### src/rtl/wbc_arb2.sv
// Two-master round-robin Wishbone arbiter in front of a single classic-cycle slave.
// Ownership is held for the full cyc burst; a watchdog answers stalled strobes.
module wbc_arb2 #(
    parameter int AW  = 16,
    parameter int DW  = 16,
    parameter int TMO = 255
) (
    input  logic              wb_clk_i,
    input  logic              wb_rst_i,
    input  logic [AW-1:0]     m0_adr_i,
    input  logic [DW-1:0]     m0_dat_i,
    output logic [DW-1:0]     m0_dat_o,
    input  logic              m0_cyc_i,
    input  logic              m0_stb_i,
    input  logic              m0_we_i,
    input  logic [DW/8-1:0]   m0_sel_i,
    output logic              m0_ack_o,
    input  logic [AW-1:0]     m1_adr_i,
    input  logic [DW-1:0]     m1_dat_i,
    output logic [DW-1:0]     m1_dat_o,
    input  logic              m1_cyc_i,
    input  logic              m1_stb_i,
    input  logic              m1_we_i,
    input  logic [DW/8-1:0]   m1_sel_i,
    output logic              m1_ack_o,
    output logic [AW-1:0]     s_adr_o,
    output logic [DW-1:0]     s_dat_o,
    input  logic [DW-1:0]     s_dat_i,
    output logic              s_cyc_o,
    output logic              s_stb_o,
    output logic              s_we_o,
    output logic [DW/8-1:0]   s_sel_o,
    input  logic              s_ack_i,
    output logic              tmo_o
);

    localparam int SW = DW / 8;
    localparam int WW = (TMO > 0) ? $clog2(TMO + 1) : 1;
    localparam logic [WW-1:0] TMO_V = WW'(TMO);
    localparam logic          WD_EN = (TMO > 0);

    localparam logic [1:0] ST_IDLE = 2'd0;
    localparam logic [1:0] ST_OWN0 = 2'd1;
    localparam logic [1:0] ST_OWN1 = 2'd2;

    logic [1:0]    state_q, state_d;
    logic          last_q, last_d;
    logic [WW-1:0] wdog_q, wdog_d;

    logic [1:0] cyc_v, stb_v, own_v, ack_v;
    logic       own_any, sel_m1, own_cyc, own_stb, wdog_hit;

    assign cyc_v   = {m1_cyc_i, m0_cyc_i};
    assign stb_v   = {m1_stb_i, m0_stb_i};
    assign own_v   = {state_q == ST_OWN1, state_q == ST_OWN0};
    assign own_any = |own_v;
    assign sel_m1  = own_v[1];
    assign own_cyc = |(own_v & cyc_v);
    assign own_stb = |(own_v & stb_v);

    // Slave side: everything is zero unless a master owns the bus.
    assign s_cyc_o = own_cyc;
    assign s_stb_o = own_cyc & own_stb;
    assign s_adr_o = own_any ? (sel_m1 ? m1_adr_i : m0_adr_i) : '0;
    assign s_dat_o = own_any ? (sel_m1 ? m1_dat_i : m0_dat_i) : '0;
    assign s_we_o  = own_any & (sel_m1 ? m1_we_i : m0_we_i);
    assign s_sel_o = own_any ? (sel_m1 ? m1_sel_i : m0_sel_i) : {SW{1'b0}};

    // A genuine ack in the same cycle takes precedence over a timeout.
    assign wdog_hit = WD_EN & s_stb_o & ~s_ack_i & (wdog_q == TMO_V);
    assign tmo_o    = wdog_hit;

    genvar gi;
    generate
        for (gi = 0; gi < 2; gi++) begin : g_ack
            assign ack_v[gi] = own_v[gi] & cyc_v[gi] & (s_ack_i | wdog_hit);
        end
    endgenerate

    assign m0_ack_o = ack_v[0];
    assign m1_ack_o = ack_v[1];
    assign m0_dat_o = wdog_hit ? '0 : s_dat_i;
    assign m1_dat_o = wdog_hit ? '0 : s_dat_i;

    always_comb begin
        state_d = state_q;
        last_d  = last_q;
        case (state_q)
            ST_IDLE: begin
                if (m0_cyc_i && m1_cyc_i) begin
                    state_d = last_q ? ST_OWN0 : ST_OWN1;
                end else if (m0_cyc_i) begin
                    state_d = ST_OWN0;
                end else if (m1_cyc_i) begin
                    state_d = ST_OWN1;
                end
            end
            ST_OWN0: begin
                if (!m0_cyc_i) begin
                    last_d  = 1'b0;
                    state_d = m1_cyc_i ? ST_OWN1 : ST_IDLE;
                end
            end
            ST_OWN1: begin
                if (!m1_cyc_i) begin
                    last_d  = 1'b1;
                    state_d = m0_cyc_i ? ST_OWN0 : ST_IDLE;
                end
            end
            default: state_d = ST_IDLE;
        endcase
    end

    // Stall counter: clears whenever the owner is answered or lets go.
    always_comb begin
        wdog_d = wdog_q;
        if (!WD_EN || !own_cyc || s_ack_i || wdog_hit) begin
            wdog_d = '0;
        end else if (s_stb_o && (wdog_q != TMO_V)) begin
            wdog_d = wdog_q + WW'(1);
        end
    end

    always_ff @(posedge wb_clk_i) begin
        if (wb_rst_i) begin
            state_q <= ST_IDLE;
            last_q  <= 1'b1;
            wdog_q  <= '0;
        end else begin
            state_q <= state_d;
            last_q  <= last_d;
            wdog_q  <= wdog_d;
        end
    end

endmodule

### config.mk
export PLATFORM = sky130hd
export DESIGN_NAME = wbc_arb2
export DESIGN_NICKNAME = d
export VERILOG_FILES = /design/src/rtl/wbc_arb2.sv
export SDC_FILE = /design/constraint.sdc
export NUM_CORES = 1
export LEC_CHECK = 0
export BUFFER_PORTS_ARGS = -buffer_cell sky130_fd_sc_hd__buf_4
export CAP_MARGIN = 20
export CORE_UTILIZATION = 36
export DETAILED_ROUTE_END_ITERATION = 10
export GPL_TIMING_DRIVEN = 0
export MAX_ROUTING_LAYER = met4
export PLACE_DENSITY = 0.87
export SLEW_MARGIN = 40
export SYNTH_ARGS = -nofsm -noshare
export SYNTH_HDL_FRONTEND = slang
export SYNTH_SLANG_ARGS = --single-unit
export TNS_END_PERCENT = 20
### constraint.sdc
create_clock -name wb_clk_i -period 2.6 [get_ports wb_clk_i]
set_input_delay 0.39 -clock wb_clk_i [delete_from_list [all_inputs] [get_ports wb_clk_i]]
set_output_delay 0.39 -clock wb_clk_i [all_outputs]
set_load 0.1 [all_outputs]
; ---- Word level (Yosys, flattened, before mapping)
; Index checks and enable logic that the tools add are counted.
[word_totals]
output_inout_bits = 72
reg_bits = 11
wordCells = 56
[classes]
bitwise = 12
n_reduce_logical = 13
n_eq_ne = 7
mux = 20
n_addsub = 1
[op_table]
columns = op, count
row1 = $mux 16, 5
row2 = $mux 2, 9
row3 = $add 8x1->8 const B, 1
row4 = $and 1x1->1, 8
row5 = $eq 8x8->1 const B, 1
row6 = $ne 8x8->1 const B, 1
row7 = $reduce_or 2->1, 4
row8 = $pmux 2 s3, 1
row9 = $reduce_and 3->1, 2
row10 = $and 2x2->2, 2
row11 = $mux 1, 4
row12 = $ne 2x2->1 const B, 2
row13 = $ne 4x4->1 const B, 1
row14 = $eq 2x1->1 const B, 1
row15 = $eq 2x2->1 const B, 1
row16 = $logic_and 1x1->1, 2
row17 = $logic_not 2->1, 1
row18 = $logic_or 1x1->1, 2
row19 = $pmux 1 s2, 1
row20 = $reduce_bool 2->1, 1
row21 = $logic_not 1->1, 1
row22 = $not 1->1, 1
row23 = $or 1x1->1, 1

; ---- Logic depth before layout (Yosys ltp)
; Gate-level depths: netlist of the first run.
[depth]
word_depth = 8
depth_mapped = 8
ltp_nobuf = 6

; ---- Worst setup path before layout of the first run
; Ideal clock, no wire load.
[synth_timing]
kind = register to output
start = reg state_q[1]
end = out m0_ack_o
slack_ns = -0.533
arrival_ns = 2.743
t_required_ns = 2.210
stages_incl_launch_ff = 8
path_cell_list = dfxtp_1 -> inv_1 -> ha_1 -> nand3_1 -> and2_1 -> buf_2 -> a21o_1 -> a21oi_1
[synth_between]
elab_chain_cells = 8
[synth_lines]
columns = element, line_no
row1 = from (decl), 46  ; logic [1:0] state_q, state_d;
row2 = from (signal assigned), 130  ; state_q <= state_d;
row3 = $eq 2x1->1 or $eq 2x2->1 (tied branches), 55  ; assign own_v = {state_q == ST_OWN1, state_q == ST_OWN0};
row4 = $and 2x2->2 (on tied branches), "58, 59"
row5 = $reduce_or 2->1 (on tied branches), "58, 59"
row6 = $and 1x1->1, 63  ; assign s_stb_o = own_cyc & own_stb;
row7 = $and 1x1->1 (2 in a row), 70  ; assign wdog_hit = WD_EN & s_stb_o & ~s_ack_i & (wdog_q == TMO_V);
row8 = $or 1x1->1, 76  ; assign ack_v[gi] = own_v[gi] & cyc_v[gi] & (s_ack_i | wdog_hit);
row9 = $and 1x1->1 (*), 76
row10 = to (decl), 17  ; output logic m0_ack_o,
; Every way passes the cells marked *; elsewhere a longest branch is shown, timed or not.

; ---- Worst setup path in the final report of the first run
[layout_timing]
start = reg wdog_q[0]
end = out m1_dat_o[13]
[layout_between]
elab_chain_cells = 3
[layout_lines]
columns = element, line_no
row1 = from (decl), 48  ; logic [WW-1:0] wdog_q, wdog_d;
row2 = from (signal assigned), 132  ; wdog_q <= wdog_d;
row3 = $eq 8x8->1, 70
row4 = $and 1x1->1, 70
row5 = $mux 16, 83  ; assign m1_dat_o = wdog_hit ? '0 : s_dat_i;
row6 = to (decl), 20  ; output logic [DW-1:0] m1_dat_o,
; Every way passes these cells.

==> metrics.md, run 1 <==
| Metric | Value |
|---|---|
| Vias in the first global route | `1,967` |
| Synth Warn # | `0` |
| Max cap viols | `0` |
| Seq/Total Area, Yosys | `0.135` |
| Largest net degree at the start of global routing | `11` |
| Leak | `1.50 nW` |
| Initial DRC count | `just over 100` |
| First-pass GRT wire length | `around 8800 microns` |
| Antenna cell count | `0` |
| Core area | `4350 sq um` |
| Post-layout util | `0.712` |
| Worst vdd ir | `1.08 mV` |
| Status | `completed` |
| Number of top-level pins | `165` |
| PortBufs | `164` |
| Post-synth top flop | `dfxtp_1` |
| Critical Path RT | `roughly 2200 ps` |
| RSZ-0062 raised after global routing | `false` |
| Layout area overhead | `90.5%` |
| Minimum clock period | `2540 ps` |
| DIE AREA | `4790 sq um` |
| Via-per-instance ratio | `4.99` |
| CTS sink count | `11` |
| Drt first pass iters | `4` |
| CTS Buffer Depth | `2` |
| Initial Utilization | `0.374` |
| Pre-CTS setup slack | `106 ps` |
| Post-Syn Instances | `203` |
| Hold Path Class | `input port to flip-flop` |
| Drt wl/cell | `13.3 microns` |
| GRT Total Usage | `0.225` |
| Met2 usage | `0.447` |
| Final Worst Setup Slack | `61.8 ps` |
| Detail Route Antenna Nets | `0` |
| Gr ovfl total | `0` |
| Flops & latches, synth | `11` |
| TritonCTS Buffers | `3` |
| Critical path launch point type | `flip-flop` |
| Critical path data arrival time | `around 2200 ps` |
| Post-DP HPWL | `roughly 4700 microns` |
| M3 GR Usage | `0.0538` |
| Most Crowded Layer GR | `met2` |
| Die Span Y | `69.2 microns` |
| Worst-path clk slew | `roughly 60 ps` |
| Routing usage on met1 | `0.222` |
| Synth cell types | `39` |
| CP max FO | `10` |
| Row count | `24` |
| Pwr Total | `about 0.0024 W` |
| Fmax | `0.394 GHz` |
| Initial antenna violation count | `0` |
| PwrDens | `between 700 and 800 nW/um^2` |
| Pins Over Slew Limit | `0` |
| Final count of negative-setup-slack endpoints | `0` |
| Worst-skew pair later-pin latency | `250 ps` |
| Worst Hold Slack | `338 ps` |
| Chip width | `69.2 microns` |
| Via count | `about 2,100` |
| CTS H-Tree Depth | `1` |
| Net Count, Synth | `301` |
| Tcrit/Tclk final | `0.976` |
| Final WL | `approximately 5700 microns` |
| Crit path capture type | `primary output` |
| Worst Tran Pin Value | `around 550 ps` |
| Syn_area_per_cell | `8.01 sq um` |
| CTS tree | `built` |
| Rel. slew slack | `0.629` |
| Worst clock skew | `3.82 ps` |
| Post-synth ARST share | `0` |
| GPL Wtd Cong | `0.894` |
| # DRC | `0` |
| Crit Path Class | `flip-flop to primary output` |
| CTS Hold Bufs | `0` |
| Syn Std Cell Area | `roughly 1600 sq um` |
| Final Hold Viols | `0` |
| Root Driver | `clkbuf_8` |
| Layout cells sized above 1 | `0.603` |
| Post-Route Setup TNS | `0 ps` |
| Number of flops mapped to enable cells by yosys | `0` |
| Nets@finish | `approximately 470` |
-- through the flow --
step / cell area, sq um / std cells
final: 3100 / 425
after global routing: 3100 / 425
after CTS: 3060 / 423
after detailed placement: 2940 / 419
after global placement: 2940 / 419
after floorplan: 1640 / 203
-- worst max-delay path, stage by stage, from the launching register on --
cell     delay [ps]
dfxtp_4         370
ha_4            150
nand3_1          90
or2_1           230
buf_6           130
a211o_4         300
buf_6           160
and2_4          160
buf_4           130
buf_6           170
-- timing repair --
item	CTS	global route
buffers inserted	0	2
endpoints found under the setup margin	27	11
gates resized for setup	20	9
pin swaps	0	1
-- state kept, by name, summed over array words and instances (netlist names) --
register / flops
last_q: 1
state_q: 2
wdog_q: 8
-- metal layers --
layer	up-vias	share of wire	wire length (microns)
met5	-	0	0
li1	1032	-	-
met4	0	0.012	66
met3	8	0.080	454
met1	964	0.35	1980
met2	117	0.56	3170
-- synth_stat cells (2+ instances only) --
master / count / area, sq um
nand3_1: 7 / 35.0
ha_1: 5 / 62.6
buf_4: 16 / 120
o211ai_1: 2 / 15.0
nand4_1: 3 / 18.8
a21oi_1: 9 / 45.0
inv_1: 6 / 22.5
a211oi_1: 2 / 15.0
o21ai_0: 3 / 15.0
clkbuf_1: 4 / 15.0
nand2b_1: 4 / 25.0
a22o_1: 3 / 26.3
buf_2: 5 / 25.0
dfxtp_1: 11 / 220
nor2b_1: 35 / 219
buf_6: 2 / 22.5
mux2i_1: 37 / 370
nand2_1: 12 / 45.0
and2_1: 9 / 56.3
and2_4: 9 / 78.8
-- placed cells by master (no fill, tap or decap), drive strengths merged, types with 2 or more instances in the layout --
cell	count
clkbuf	7
buf	189
o21ai	4
nand2	12
a21oi	9
a211oi	2
nor2b	35
o211ai	2
mux2i	37
nand3	7
and2	18
inv	7
ha	5
a22o	3
a211o	2
nand4	3
dfxtp	11
nand2b	4
nor3	2
-- cells by family (layout without fill, tap and decap cells) --
logic type / Yosys count / in the layout / share of synthesized area
compound gates: 31 / 31 / 0.146
fa+ha+maj: 5 / 5 / 0.0385
buf+inv: 34 / 204 / 0.128
flops: 11 / 11 / 0.135
mux: 37 / 37 / 0.228
simple gates: 85 / 85 / 0.324
-- final timing paths --
check                           slack (ps)       start            to  cells past startpoint
worst min register to register         480   wdog_q[4]     wdog_q[4]                      2
worst max register to register         860  state_q[0]    state_q[0]                      6
worst max-delay path                    60   wdog_q[0]  m1_dat_o[13]                      9
worst min-delay path                   340    wb_rst_i    state_q[1]                      2
-- final cells by class --
class | instances | area [sq um]
tap | 52 | 65.1
timing repair buffer | 166 | 1290
fill | 367 | 1250
clock buffer | 3 | 41.3
clock inverter | 1 | 5.00
sequential | 11 | 231
multi-input combinational | 158 | 1250
inverter | 7 | 26.3
buffer | 27 | 183
-- report_power, final --
group | switching, W | internal [W]
combinational | 0.00150 | 0.000534
clock | 0.0000763 | 0.000106
sequential | 0.0000123 | 0.000177
total | 0.00159 | 0.000817
Note: power is estimated with default switching activity, not from simulation.
==> inputs of run 2 (changes only) <==
--- a/config.mk
+++ b/config.mk
@@ -12,6 +12,7 @@
 export GPL_TIMING_DRIVEN = 0
 export MAX_ROUTING_LAYER = met4
 export PLACE_DENSITY = 0.87
+export RECOVER_POWER = 100
 export SLEW_MARGIN = 40
 export SYNTH_ARGS = -nofsm -noshare
 export SYNTH_HDL_FRONTEND = slang
==> run 2 against run 1 <==
  * Final area fell by 1.9%
  * Power fell by 1.7%
  * Die area did not move
  * Largest cell class unchanged
  * Highest routed layer unchanged
==> metrics.md, run 2 (synthesis gave the netlist of run 1 again) <==
| Metric | Value |
|---|---|
| DIE AREA | `4790 sq um` |
| Worst path buffer plus inverter count | `4` |
| Vias in the first global route | `1,967` |
| Initial antenna violation count | `0` |
| Worst-skew pair later-pin latency | `around 250 ps` |
| Crit path capture type | `primary output` |
| GPL Wtd Cong | `0.894` |
| Chip width | `slightly below 70 microns` |
| Hold Path Class | `input port to flip-flop` |
| Hold path start | `wb_rst_i` |
| Critical R2R Launch | `state_q[0]` |
| Post-DP HPWL | `4650 microns` |
| Fmax | `0.393 GHz` |
| Critical path launch point type | `flip-flop` |
| Most frequent cells in the layout | `109 x buf_4, 46 x clkbuf_4, 37 x mux2i_1` |
| Filler instances | `380` |
| Row count | `24` |
| R2R Setup Slk | `720 ps` |
| Final Worst Setup Slack | `55.8 ps` |
| GRT Total Usage | `0.225` |
| Die Span Y | `roughly 69 microns` |
| Regs by FF count | `wdog_q: 8 flops, state_q: 2 flops, last_q: 1 flops` |
| CP max FO | `10` |
| Antenna cell count | `0` |
| Gr ovfl total | `0` |
| # DRC | `0` |
| Worst vdd ir | `about 1.0 mV` |
| Initial Utilization | `0.374` |
| CTS sink count | `11` |
| Hold Path Depth | `2` |
| Pwr Total | `0.00237 W` |
| Largest delay share family, worst path | `buffers and inverters` |
| CTS Buffer Depth | `2` |
| TritonCTS Buffers | `3` |
| Biggest register | `wdog_q` |
| Post-placement cell area | `2940 sq um` |
| Status | `completed` |
| Final count of negative-setup-slack endpoints | `0` |
| Core area | `4350 sq um` |
| Worst clock skew | `5.13 ps` |
| Drt wl/cell | `13.3 microns` |
| Reg-to-Reg End | `wdog_q[6]` |
| Tcrit/Tclk final | `0.979` |
| CP cell instances | `ha_4 > nand3_1 > or2_1 > buf_6 > a211o_4 > buf_6 > and2_4 > buf_4 > buf_6` |
| Nets@finish | `roughly 470` |
| Worst r2r path cells | `6` |
| Max FFs per register | `8` |
| First-pass GRT wire length | `8770 microns` |
| Number of top-level pins | `165` |
| Root Driver | `clkbuf_8` |
| Critical path's most frequent cell | `buf_6` |
| Detail Route Antenna Nets | `0` |
| CTS Hold Bufs | `0` |
| CTS H-Tree Depth | `1` |
| Final Hold Viols | `0` |
| PortBufs | `164` |
| Pre-CTS setup slack | `between 100 and 150 ps` |
| Post-layout util | `0.699` |
| Initial DRC count | `97` |
| Design Area, Final | `roughly 3000 sq um` |
| Pins Over Slew Limit | `0` |
| Commonest non-fill, non-tap cell in the layout | `buf_4` |
| Layout area overhead | `87.0%` |
| Leak | `between 1 and 1.5 nW` |
| PwrDens | `778 nW/um^2` |
| CTS tree | `built` |
| Minimum clock period | `2540 ps` |
| Worst-path clk slew | `60 ps` |
| Worst Tran Pin Value | `943 ps` |
| Critical path data arrival time | `2150 ps` |
| Hold Path End | `state_q[1]` |
| Final WL | `about 5700 microns` |
| Via-per-instance ratio | `4.96` |
| Layout cells sized above 1 | `0.592` |
| RSZ-0062 raised after global routing | `false` |
| Crit path max-delay cell type | `dfxtp_4` |
| Slowest stage delay, CP | `370 ps` |
| Critical Path RT | `approximately 2200 ps` |
| Drt first pass iters | `4` |
| Rel. slew slack | `0.366` |
| Largest net degree at the start of global routing | `11` |
| Max cap viols | `0` |
| Via count | `2,106` |
| Worst Hold Slack | `330 ps` |
| Crit Path Class | `flip-flop to primary output` |
[run 2: cell types whose count changed in the layout (fill, tap and decap cells not counted), sizes merged]
cell	previous run	this run
buf	189	132
clkbuf	7	64
[run 2: power breakdown]
group | switching [W] | internal [W]
combinational | 0.00150 | 0.000497
clock | 0.0000775 | 0.000106
sequential | 0.0000129 | 0.000177
[run 2: worst max path at each step]
stage	cells past startpoint	start	slack, ps	endpoint
detailed placement	9	wdog_q[0]	110	m1_dat_o[12]
global placement	9	wdog_q[0]	150	m1_dat_o[13]
finish	9	wdog_q[0]	60	m1_dat_o[13]
global route	8	state_q[0]	10	m0_ack_o
CTS	9	wdog_q[0]	3	m1_dat_o[12]
floorplan	7	state_q[1]	-530	m0_ack_o
[run 2: cell type report]
type | instances | area (sq um) | area share
Buffer | 27 | 175 | 0.0576
Clock buffer | 3 | 41.3 | 0.0136
Clock inverter | 1 | 5.00 | 0.00165
Inverter | 7 | 26.3 | 0.00864
Multi-Input combinational cell | 158 | 1240 | 0.408
Sequential cell | 11 | 231 | 0.0761
Tap cell | 52 | 65.1 | 0.0214
Timing Repair Buffer | 166 | 1250 | 0.413
[run 2: per-stage QoR]
step | instances | TNS (ps)
2_1_floorplan | 203 | -11180
3_3_place_gp | 419 | 0
3_5_place_dp | 419 | 0
4_1_cts | 423 | 0
5_1_grt | 425 | 0
6_report | 425 | 0
[run 2: routing by layer]
layer	up-vias	share of wire	global-route usage
met5	-	0	-
met4	0	0.0064	0.0363
met3	4	0.072	0.0538
met2	108	0.56	0.447
met1	963	0.36	0.222
li1	1031	-	-
[run 2: timing repair]
action | in CTS | in global routing
endpoints found under the setup margin | 27 | 11
gates resized for setup | 20 | 9
buffers inserted | 0 | 2
hold endpoints to repair | 0 | 0
pin swaps | 0 | 1
